### config.mk
export PLATFORM = sky130hd
export DESIGN_NAME = vga_layer_renderer_flat
export DESIGN_NICKNAME = d
export VERILOG_FILES = /design/src/rtl/vga_layer_renderer_if.sv /design/src/rtl/vga_layer_renderer.sv /design/src/flat_wrapper.sv
export SDC_FILE = /design/constraint.sdc
export NUM_CORES = 2
export LEC_CHECK = 0
export BUFFER_PORTS_ARGS = -buffer_cell sky130_fd_sc_hd__buf_2
export CORE_UTILIZATION = 58
export DETAILED_ROUTE_END_ITERATION = 7
export PLACE_DENSITY = 0.77
export SYNTH_ARGS = -nofsm -noshare
export SYNTH_HDL_FRONTEND = slang
export SYNTH_SLANG_ARGS = --single-unit
### constraint.sdc
create_clock -name vgaclk -period 28.2 [get_ports vgaclk]
set_clock_uncertainty 0.15 [all_clocks]
set_input_delay 4.23 -clock vgaclk [delete_from_list [all_inputs] [get_ports vgaclk]]
set_output_delay 4.23 -clock vgaclk [all_outputs]
set_load 0.005 [all_outputs]
### src/rtl/vga_layer_renderer_if.sv
// Write port bundle for the rectangle table of vga_layer_renderer.
// The master side is the game/pose logic; the slave side is the renderer.
interface vga_layer_renderer_if #(
  parameter int NRECT = 16,
  parameter int CW    = 4
);
  localparam int IW = (NRECT > 1) ? $clog2(NRECT) : 1;

  logic            wr_valid;
  logic            wr_ready;
  logic [IW-1:0]   wr_idx;
  logic [9:0]      wr_left;
  logic [9:0]      wr_right;
  logic [9:0]      wr_top;
  logic [9:0]      wr_bot;
  logic [3*CW-1:0] wr_color;
  logic            wr_enable;

  modport master (
    output wr_valid, wr_idx, wr_left, wr_right, wr_top, wr_bot, wr_color, wr_enable,
    input  wr_ready
  );

  modport slave (
    input  wr_valid, wr_idx, wr_left, wr_right, wr_top, wr_bot, wr_color, wr_enable,
    output wr_ready
  );
endinterface

### src/rtl/vga_layer_renderer.sv
// VGA timing generator with a prioritised rectangle-layer renderer (2-stage pixel pipeline).
// Optional feature macro: SHADOW_TABLE_EN (double-buffered table, committed once per frame).
module vga_layer_renderer #(
  parameter int HACTIVE = 640,
  parameter int HFP     = 16,
  parameter int HSYN    = 96,
  parameter int HBP     = 48,
  parameter int VACTIVE = 480,
  parameter int VFP     = 11,
  parameter int VSYN    = 2,
  parameter int VBP     = 32,
  parameter int NRECT   = 16,
  parameter int CW      = 4,
  parameter logic [3*CW-1:0] BG_RGB = '0
) (
  input  logic                    vgaclk,
  input  logic                    reset,
  vga_layer_renderer_if.slave     wr,
  output logic                    hsync,
  output logic                    vsync,
  output logic                    sync_b,
  output logic                    blank_b,
  output logic                    frame_start,
  output logic [CW-1:0]           r,
  output logic [CW-1:0]           g,
  output logic [CW-1:0]           b
);

  localparam int IW   = (NRECT > 1) ? $clog2(NRECT) : 1;
  localparam int HMAX = HACTIVE + HFP + HSYN + HBP;
  localparam int VMAX = VACTIVE + VFP + VSYN + VBP;

  localparam logic [9:0] H_LAST   = 10'(HMAX - 1);
  localparam logic [9:0] V_LAST   = 10'(VMAX - 1);
  localparam logic [9:0] H_ACT    = 10'(HACTIVE);
  localparam logic [9:0] V_ACT    = 10'(VACTIVE);
  localparam logic [9:0] HS_START = 10'(HACTIVE + HFP);
  localparam logic [9:0] HS_END   = 10'(HACTIVE + HFP + HSYN);
  localparam logic [9:0] VS_START = 10'(VACTIVE + VFP);
  localparam logic [9:0] VS_END   = 10'(VACTIVE + VFP + VSYN);

  typedef struct packed {
    logic            en;
    logic [9:0]      left;
    logic [9:0]      right;
    logic [9:0]      top;
    logic [9:0]      bot;
    logic [3*CW-1:0] color;
  } rect_t;

  rect_t           r_act [NRECT];
  logic [9:0]      r_hcnt;
  logic [9:0]      r_vcnt;
  logic            w_hEnd;
  logic            w_vEnd;
  logic            w_wrFire;
  logic            w_idxOk;
  rect_t           w_wrEntry;
  logic            w_hs0;
  logic            w_vs0;
  logic            w_bl0;
  logic            w_fs0;
  logic [NRECT-1:0] r_hit;
  logic            r_hs1;
  logic            r_vs1;
  logic            r_bl1;
  logic            r_fs1;
  logic [3*CW-1:0] w_winColor;
  logic [3*CW-1:0] r_rgb;
  logic            r_hsync;
  logic            r_vsync;
  logic            r_blank;
  logic            r_fs;

  assign w_hEnd    = (r_hcnt == H_LAST);
  assign w_vEnd    = (r_vcnt == V_LAST);
  assign w_wrFire  = wr.wr_valid & wr.wr_ready;
  assign w_wrEntry = {wr.wr_enable, wr.wr_left, wr.wr_right, wr.wr_top, wr.wr_bot, wr.wr_color};

  // Indices past NRECT are accepted but dropped; a full power-of-two table has none.
  if (NRECT == (1 << IW)) begin : g_fullIdx
    assign w_idxOk = 1'b1;
  end else begin : g_partIdx
    assign w_idxOk = (wr.wr_idx < IW'(NRECT));
  end

  always_ff @(posedge vgaclk or posedge reset) begin
    if (reset) begin
      r_hcnt <= '0;
      r_vcnt <= '0;
    end else if (w_hEnd) begin
      r_hcnt <= '0;
      r_vcnt <= w_vEnd ? 10'd0 : r_vcnt + 10'd1;
    end else begin
      r_hcnt <= r_hcnt + 10'd1;
    end
  end

`ifdef SHADOW_TABLE_EN
  // Writes land in the shadow copy; the last counter cycle of a frame publishes it whole.
  rect_t r_shadow [NRECT];
  logic  w_commit;

  assign w_commit    = w_hEnd & w_vEnd;
  assign wr.wr_ready = ~w_commit;

  always_ff @(posedge vgaclk or posedge reset) begin
    if (reset) begin
      for (int i = 0; i < NRECT; i++) begin
        r_shadow[i] <= '0;
        r_act[i]    <= '0;
      end
    end else begin
      if (w_wrFire && w_idxOk) r_shadow[wr.wr_idx] <= w_wrEntry;
      if (w_commit) begin
        for (int i = 0; i < NRECT; i++) r_act[i] <= r_shadow[i];
      end
    end
  end
`else
  assign wr.wr_ready = 1'b1;

  always_ff @(posedge vgaclk or posedge reset) begin
    if (reset) begin
      for (int i = 0; i < NRECT; i++) r_act[i] <= '0;
    end else if (w_wrFire && w_idxOk) begin
      r_act[wr.wr_idx] <= w_wrEntry;
    end
  end
`endif

  assign w_hs0 = ~((r_hcnt >= HS_START) && (r_hcnt < HS_END));
  assign w_vs0 = ~((r_vcnt >= VS_START) && (r_vcnt < VS_END));
  assign w_bl0 = (r_hcnt < H_ACT) && (r_vcnt < V_ACT);
  assign w_fs0 = (r_hcnt == 10'd0) && (r_vcnt == 10'd0);

  always_ff @(posedge vgaclk or posedge reset) begin
    if (reset) begin
      r_hit <= '0;
      r_hs1 <= 1'b1;
      r_vs1 <= 1'b1;
      r_bl1 <= 1'b0;
      r_fs1 <= 1'b0;
    end else begin
      for (int i = 0; i < NRECT; i++) begin
        r_hit[i] <= r_act[i].en &&
                    (r_hcnt >= r_act[i].left) && (r_hcnt < r_act[i].right) &&
                    (r_vcnt >= r_act[i].top)  && (r_vcnt < r_act[i].bot);
      end
      r_hs1 <= w_hs0;
      r_vs1 <= w_vs0;
      r_bl1 <= w_bl0;
      r_fs1 <= w_fs0;
    end
  end

  // Scanning from the top index down leaves the lowest-index hit as the winner.
  always_comb begin
    w_winColor = BG_RGB;
    for (int i = NRECT - 1; i >= 0; i--) begin
      if (r_hit[i]) w_winColor = r_act[i].color;
    end
  end

  always_ff @(posedge vgaclk or posedge reset) begin
    if (reset) begin
      r_rgb   <= '0;
      r_hsync <= 1'b1;
      r_vsync <= 1'b1;
      r_blank <= 1'b0;
      r_fs    <= 1'b0;
    end else begin
      r_rgb   <= r_bl1 ? w_winColor : '0;
      r_hsync <= r_hs1;
      r_vsync <= r_vs1;
      r_blank <= r_bl1;
      r_fs    <= r_fs1;
    end
  end

  assign hsync       = r_hsync;
  assign vsync       = r_vsync;
  assign sync_b      = 1'b0;
  assign blank_b     = r_blank;
  assign frame_start = r_fs;
  assign r           = r_rgb[3*CW-1:2*CW];
  assign g           = r_rgb[2*CW-1:CW];
  assign b           = r_rgb[CW-1:0];

endmodule

### src/flat_wrapper.sv
// flat-port wrapper written by rule: the top's interface ports become plain ports
module vga_layer_renderer_flat 
#(
  parameter int HACTIVE = 640,
  parameter int HFP     = 16,
  parameter int HSYN    = 96,
  parameter int HBP     = 48,
  parameter int VACTIVE = 480,
  parameter int VFP     = 11,
  parameter int VSYN    = 2,
  parameter int VBP     = 32,
  parameter int NRECT   = 16,
  parameter int CW      = 4,
  parameter logic [3*CW-1:0] BG_RGB = '0
)
  (vgaclk, reset, hsync, vsync, sync_b, blank_b, frame_start, r, g, b, wr_wr_valid, wr_wr_idx, wr_wr_left, wr_wr_right, wr_wr_top, wr_wr_bot, wr_wr_color, wr_wr_enable, wr_wr_ready);
  vga_layer_renderer_if #(.NRECT(NRECT), .CW(CW)) wr_i ();
  input  logic vgaclk;
  input  logic reset;
  output logic hsync;
  output logic vsync;
  output logic sync_b;
  output logic blank_b;
  output logic frame_start;
  output logic [CW-1:0] r;
  output logic [CW-1:0] g;
  output logic [CW-1:0] b;
  input wire logic [$bits(wr_i.wr_valid)-1:0] wr_wr_valid;
  input wire logic [$bits(wr_i.wr_idx)-1:0] wr_wr_idx;
  input wire logic [$bits(wr_i.wr_left)-1:0] wr_wr_left;
  input wire logic [$bits(wr_i.wr_right)-1:0] wr_wr_right;
  input wire logic [$bits(wr_i.wr_top)-1:0] wr_wr_top;
  input wire logic [$bits(wr_i.wr_bot)-1:0] wr_wr_bot;
  input wire logic [$bits(wr_i.wr_color)-1:0] wr_wr_color;
  input wire logic [$bits(wr_i.wr_enable)-1:0] wr_wr_enable;
  output wire logic [$bits(wr_i.wr_ready)-1:0] wr_wr_ready;
  assign wr_i.wr_valid = wr_wr_valid;
  assign wr_i.wr_idx = wr_wr_idx;
  assign wr_i.wr_left = wr_wr_left;
  assign wr_i.wr_right = wr_wr_right;
  assign wr_i.wr_top = wr_wr_top;
  assign wr_i.wr_bot = wr_wr_bot;
  assign wr_i.wr_color = wr_wr_color;
  assign wr_i.wr_enable = wr_wr_enable;
  assign wr_wr_ready = wr_i.wr_ready;
  vga_layer_renderer #(.HACTIVE(HACTIVE), .HFP(HFP), .HSYN(HSYN), .HBP(HBP), .VACTIVE(VACTIVE), .VFP(VFP), .VSYN(VSYN), .VBP(VBP), .NRECT(NRECT), .CW(CW), .BG_RGB(BG_RGB)) u_core (.vgaclk(vgaclk), .reset(reset), .wr(wr_i), .hsync(hsync), .vsync(vsync), .sync_b(sync_b), .blank_b(blank_b), .frame_start(frame_start), .r(r), .g(g), .b(b));
endmodule
==> out/results.ini <==
[clocking]
sink_count_of_the_clock_tree=904
cts_inserted_buffers=94
cts_max_path_buffers=3
postCtsHoldBufs=0
worst_skew_pair.late_latency_ns=0.68
post_cts_resize_count=0
clock_tree.htree_level_count=3
post_cts.repair.setup_buffers=0
path_clk_slew_ns=0.06
cts_tree=done
clockRootBuffer=clkbuf_16

[job]
timing.max_cap.violations=0

[grt]
grt_pass1_vias=36600
groute.usage.overall_pct=30.9
grt_first_pass_wirelength_um=206000
grt_start_max_net_pins=88
antenna_found_initial=5
grt_overflow_total=0

[worst_setup_path]
path_max_fanout=82
crit_path_cells=buf_2 -> clkinvlp_4 -> buf_4 -> buf_4 -> buf_4 -> buf_4
critical_path.endpoint_type=async pin
worstSetupStartpointType=primary input
critical_path.top_delay_family=buffers and inverters
critPathMostFrequentCell=buf_4
max_stage_delay_ns=0.90
cp.arrival_ns=8.38
cp_max_stage_cell=buf_4
critPathKind=primary input to async pin
worstPathRequired_ns=28.62
timing.critical_path.buf_inv=6

[placement]
io_buffer_count=75
finalWeightedCongestion=0.855
dp.final_hpwl_um=84000

[yosys]
synth.cell_area_mm2=0.0494
synth_area_leader_cell=dfrtp_1
synth.net_count=5366
synth_top_area_share_pct=45.6
postSynth.topFlopCell=dfrtp_1
synth_top_cells_by_area=dfrtp_1, ha_1, mux2_2
synth_area_per_cell_um2=10.5
netlist_instances=4693
synth_enable_flop_cells=0
synth_seq_area_share_pct=45.8
ys_seq_elements=904
yosysUniqueCellTypes=61
asyncSetResetFlopFracSynth_pct=100
yosysWarnings=0

[cells_and_area]
filler_cell_count=6360
fin_nets=5377
layout.area.seq_mm2=0.0226
postLayoutCoreUtil_pct=64.3
antenna-diode-count=0
multi_input_comb_area_mm2=0.0235
areaGrowthSynthToFinish_pct=9.32
fraction_of_final_layout_cells_sized_beyond_drive_strength_1_pct=13.4

[floorplanning]
core_region_area_mm2=0.0840
initial_core_util_pct=58.8
dieHeight_um=294
die_w_um=294
row_count=106
floorplan.die_area_mm2=0.0863
io-pin-count=78

[timing]
relSlewSlack_pct=21.6
setup-violations-final=0
tightestPinTransition_ns=1.17
max_freq_mhz=126
number_of_hold_violations_in_the_final_report=0
totalNegativeSetupSlack_ns=0
grt_setup_unrepaired=no
drv_slew=0
final_min_period_over_clock_period_pct=28.2
layout_min_cycle_time_ns=7.96

[drt]
detail_route.iter0.violations=3012
drt-pass1-iter-count=7
route.detailed.drc=0
detail_route.wirelength_um=131000
post_drt_wl_per_cell_um=22.1
routed_vias=35900
viasPerCell=6.07
detail-route-antenna-nets=0

[power]
power.static_leakage_nw=26.4
power_density_normalized_to_cell_area_mw_per_mm2=69.0
vdd.ir_drop.worst_mv=0.0557

[status]
result_of_the_run=completed

[min_path]
min-delay-path-class=register to register

==> placed cells by master (no fill, tap or decap), types with 30 or more instances in the layout <==
| cell | netlist | layout |
|---|---|---|
| o211ai_1 | 56 | 56 |
| mux2_2 | 274 | 274 |
| a21oi_1 | 122 | 122 |
| buf_2 | 58 | 75 |
| ha_1 | 613 | 613 |
| dfrtp_1 | 900 | 893 |
| nand2_1 | 504 | 503 |
| nor2_1 | 41 | 41 |
| nand4_1 | 39 | 39 |
| o21ai_0 | 473 | 473 |
| a221oi_1 | 31 | 31 |
| o31a_1 | 32 | 32 |
| o21a_1 | 33 | 33 |
| o31ai_1 | 30 | 30 |
| mux2_4 | 44 | 44 |
| mux2_1 | 160 | 160 |
| clkbuf_16 | 0 | 94 |
| inv_1 | 628 | 627 |
| a211oi_1 | 49 | 49 |
| buf_4 | 7 | 56 |
| a21o_1 | 43 | 43 |
| nand2b_1 | 54 | 53 |
| nand3_1 | 40 | 39 |
==> layout make-up <==
class / count / area share [%]
Clock buffer: 133 / 4.96
Clock inverter: 43 / 1.05
Inverter: 628 / 4.37
Multi-Input combinational cell: 2945 / 43.6
Sequential cell: 904 / 41.9
Tap cell: 1134 / 2.63
Timing Repair Buffer: 131 / 1.47
==> state kept, by name, indices dropped and copies added (netlist names), 10 cells and up <==
signal,count
u_core.r_act,848
u_core.r_hit,16
u_core.r_rgb,12
u_core.r_hcnt,10
u_core.r_vcnt,10
==> through the flow <==
step	std cells	cell area [um2]	power [mW]	hold slack (ns)	setup WS, ns
after global placement	5742	50800	2.38	0.196	19.36
after floorplan	4693	49400	2.23	0.181	11.39
after global routing	5918	54000	3.92	0.211	19.48
after CTS	5918	54000	3.74	0.205	20.00
after detailed placement	5742	50800	2.43	0.188	19.31
final	5918	54000	3.73	0.206	20.24
==> per-layer routing <==
metal,wire length (um),up-vias,global-route usage (%)
met5,27,-,0
met4,5090,4,12.4
met3,9440,305,4.55
met2,61200,1291,50.5
met1,55000,18000,41.6
li1,-,16300,-
==> worst paths after layout <==
check / startpoint / slack (ns) / end / cells after the start
worst min register to register: u_core.r_fs1 / 0.21 / u_core.frame_start / 0
worst max-delay path: reset / 20.24 / u_core.r_hcnt[9] / 6
worst max register to register: u_core.r_hcnt[0] / 24.07 / u_core.r_hit[1] / 8
worst min-delay path: u_core.r_fs1 / 0.21 / u_core.frame_start / 0
max in group vgaclk: wr_wr_valid / 22.02 / u_core.r_act[116] / 6
min in group asynchronous: reset / 3.52 / u_core.r_act[681] / 2
==> Yosys cell counts (all sizes together) (12+ instances only) <==
cell	n
a2111oi	16
a211o	16
a211oi	49
a21boi	16
a21o	43
a21oi	122
a221oi	31
a311o	16
a311oi	16
a31oi	28
buf	72
clkbuf	144
dfrtp	900
ha	613
inv	628
mux2	478
nand2	504
nand2b	54
nand3	41
nand4	39
nor2	50
nor2b	16
nor3	12
nor3b	13
nor4	19
o2111ai	28
o211ai	56
o21a	33
o21ai	484
o22ai	22
o31a	32
o31ai	30
==> power by group <==
| group | internal, mW | switching, mW | leakage, nW |
|---|---|---|---|
| clock | 0.752 | 0.546 | 1.59 |
| combinational | 0.326 | 0.399 | 13.8 |
| sequential | 1.58 | 0.120 | 11.0 |
| total | 2.66 | 1.06 | 26.4 |
==> cell families (layout without fill, tap and decap cells) <==
group                    Yosys count  after routing  synth area share, %
AO/OA/AOI/OAI                   1047           1047                 13.2
flip-flops                       904            904                 45.8
buffers and inverters            844            935                 6.71
AND/OR/NAND/NOR                  792            792                 7.32
adder cells (fa/ha/maj)          613            613                 15.5
multiplexers                     479            479                 11.3
XOR/XNOR                          12             12                0.213
other                              2              2               0.0152
Note: power is estimated with default switching activity, not from simulation.
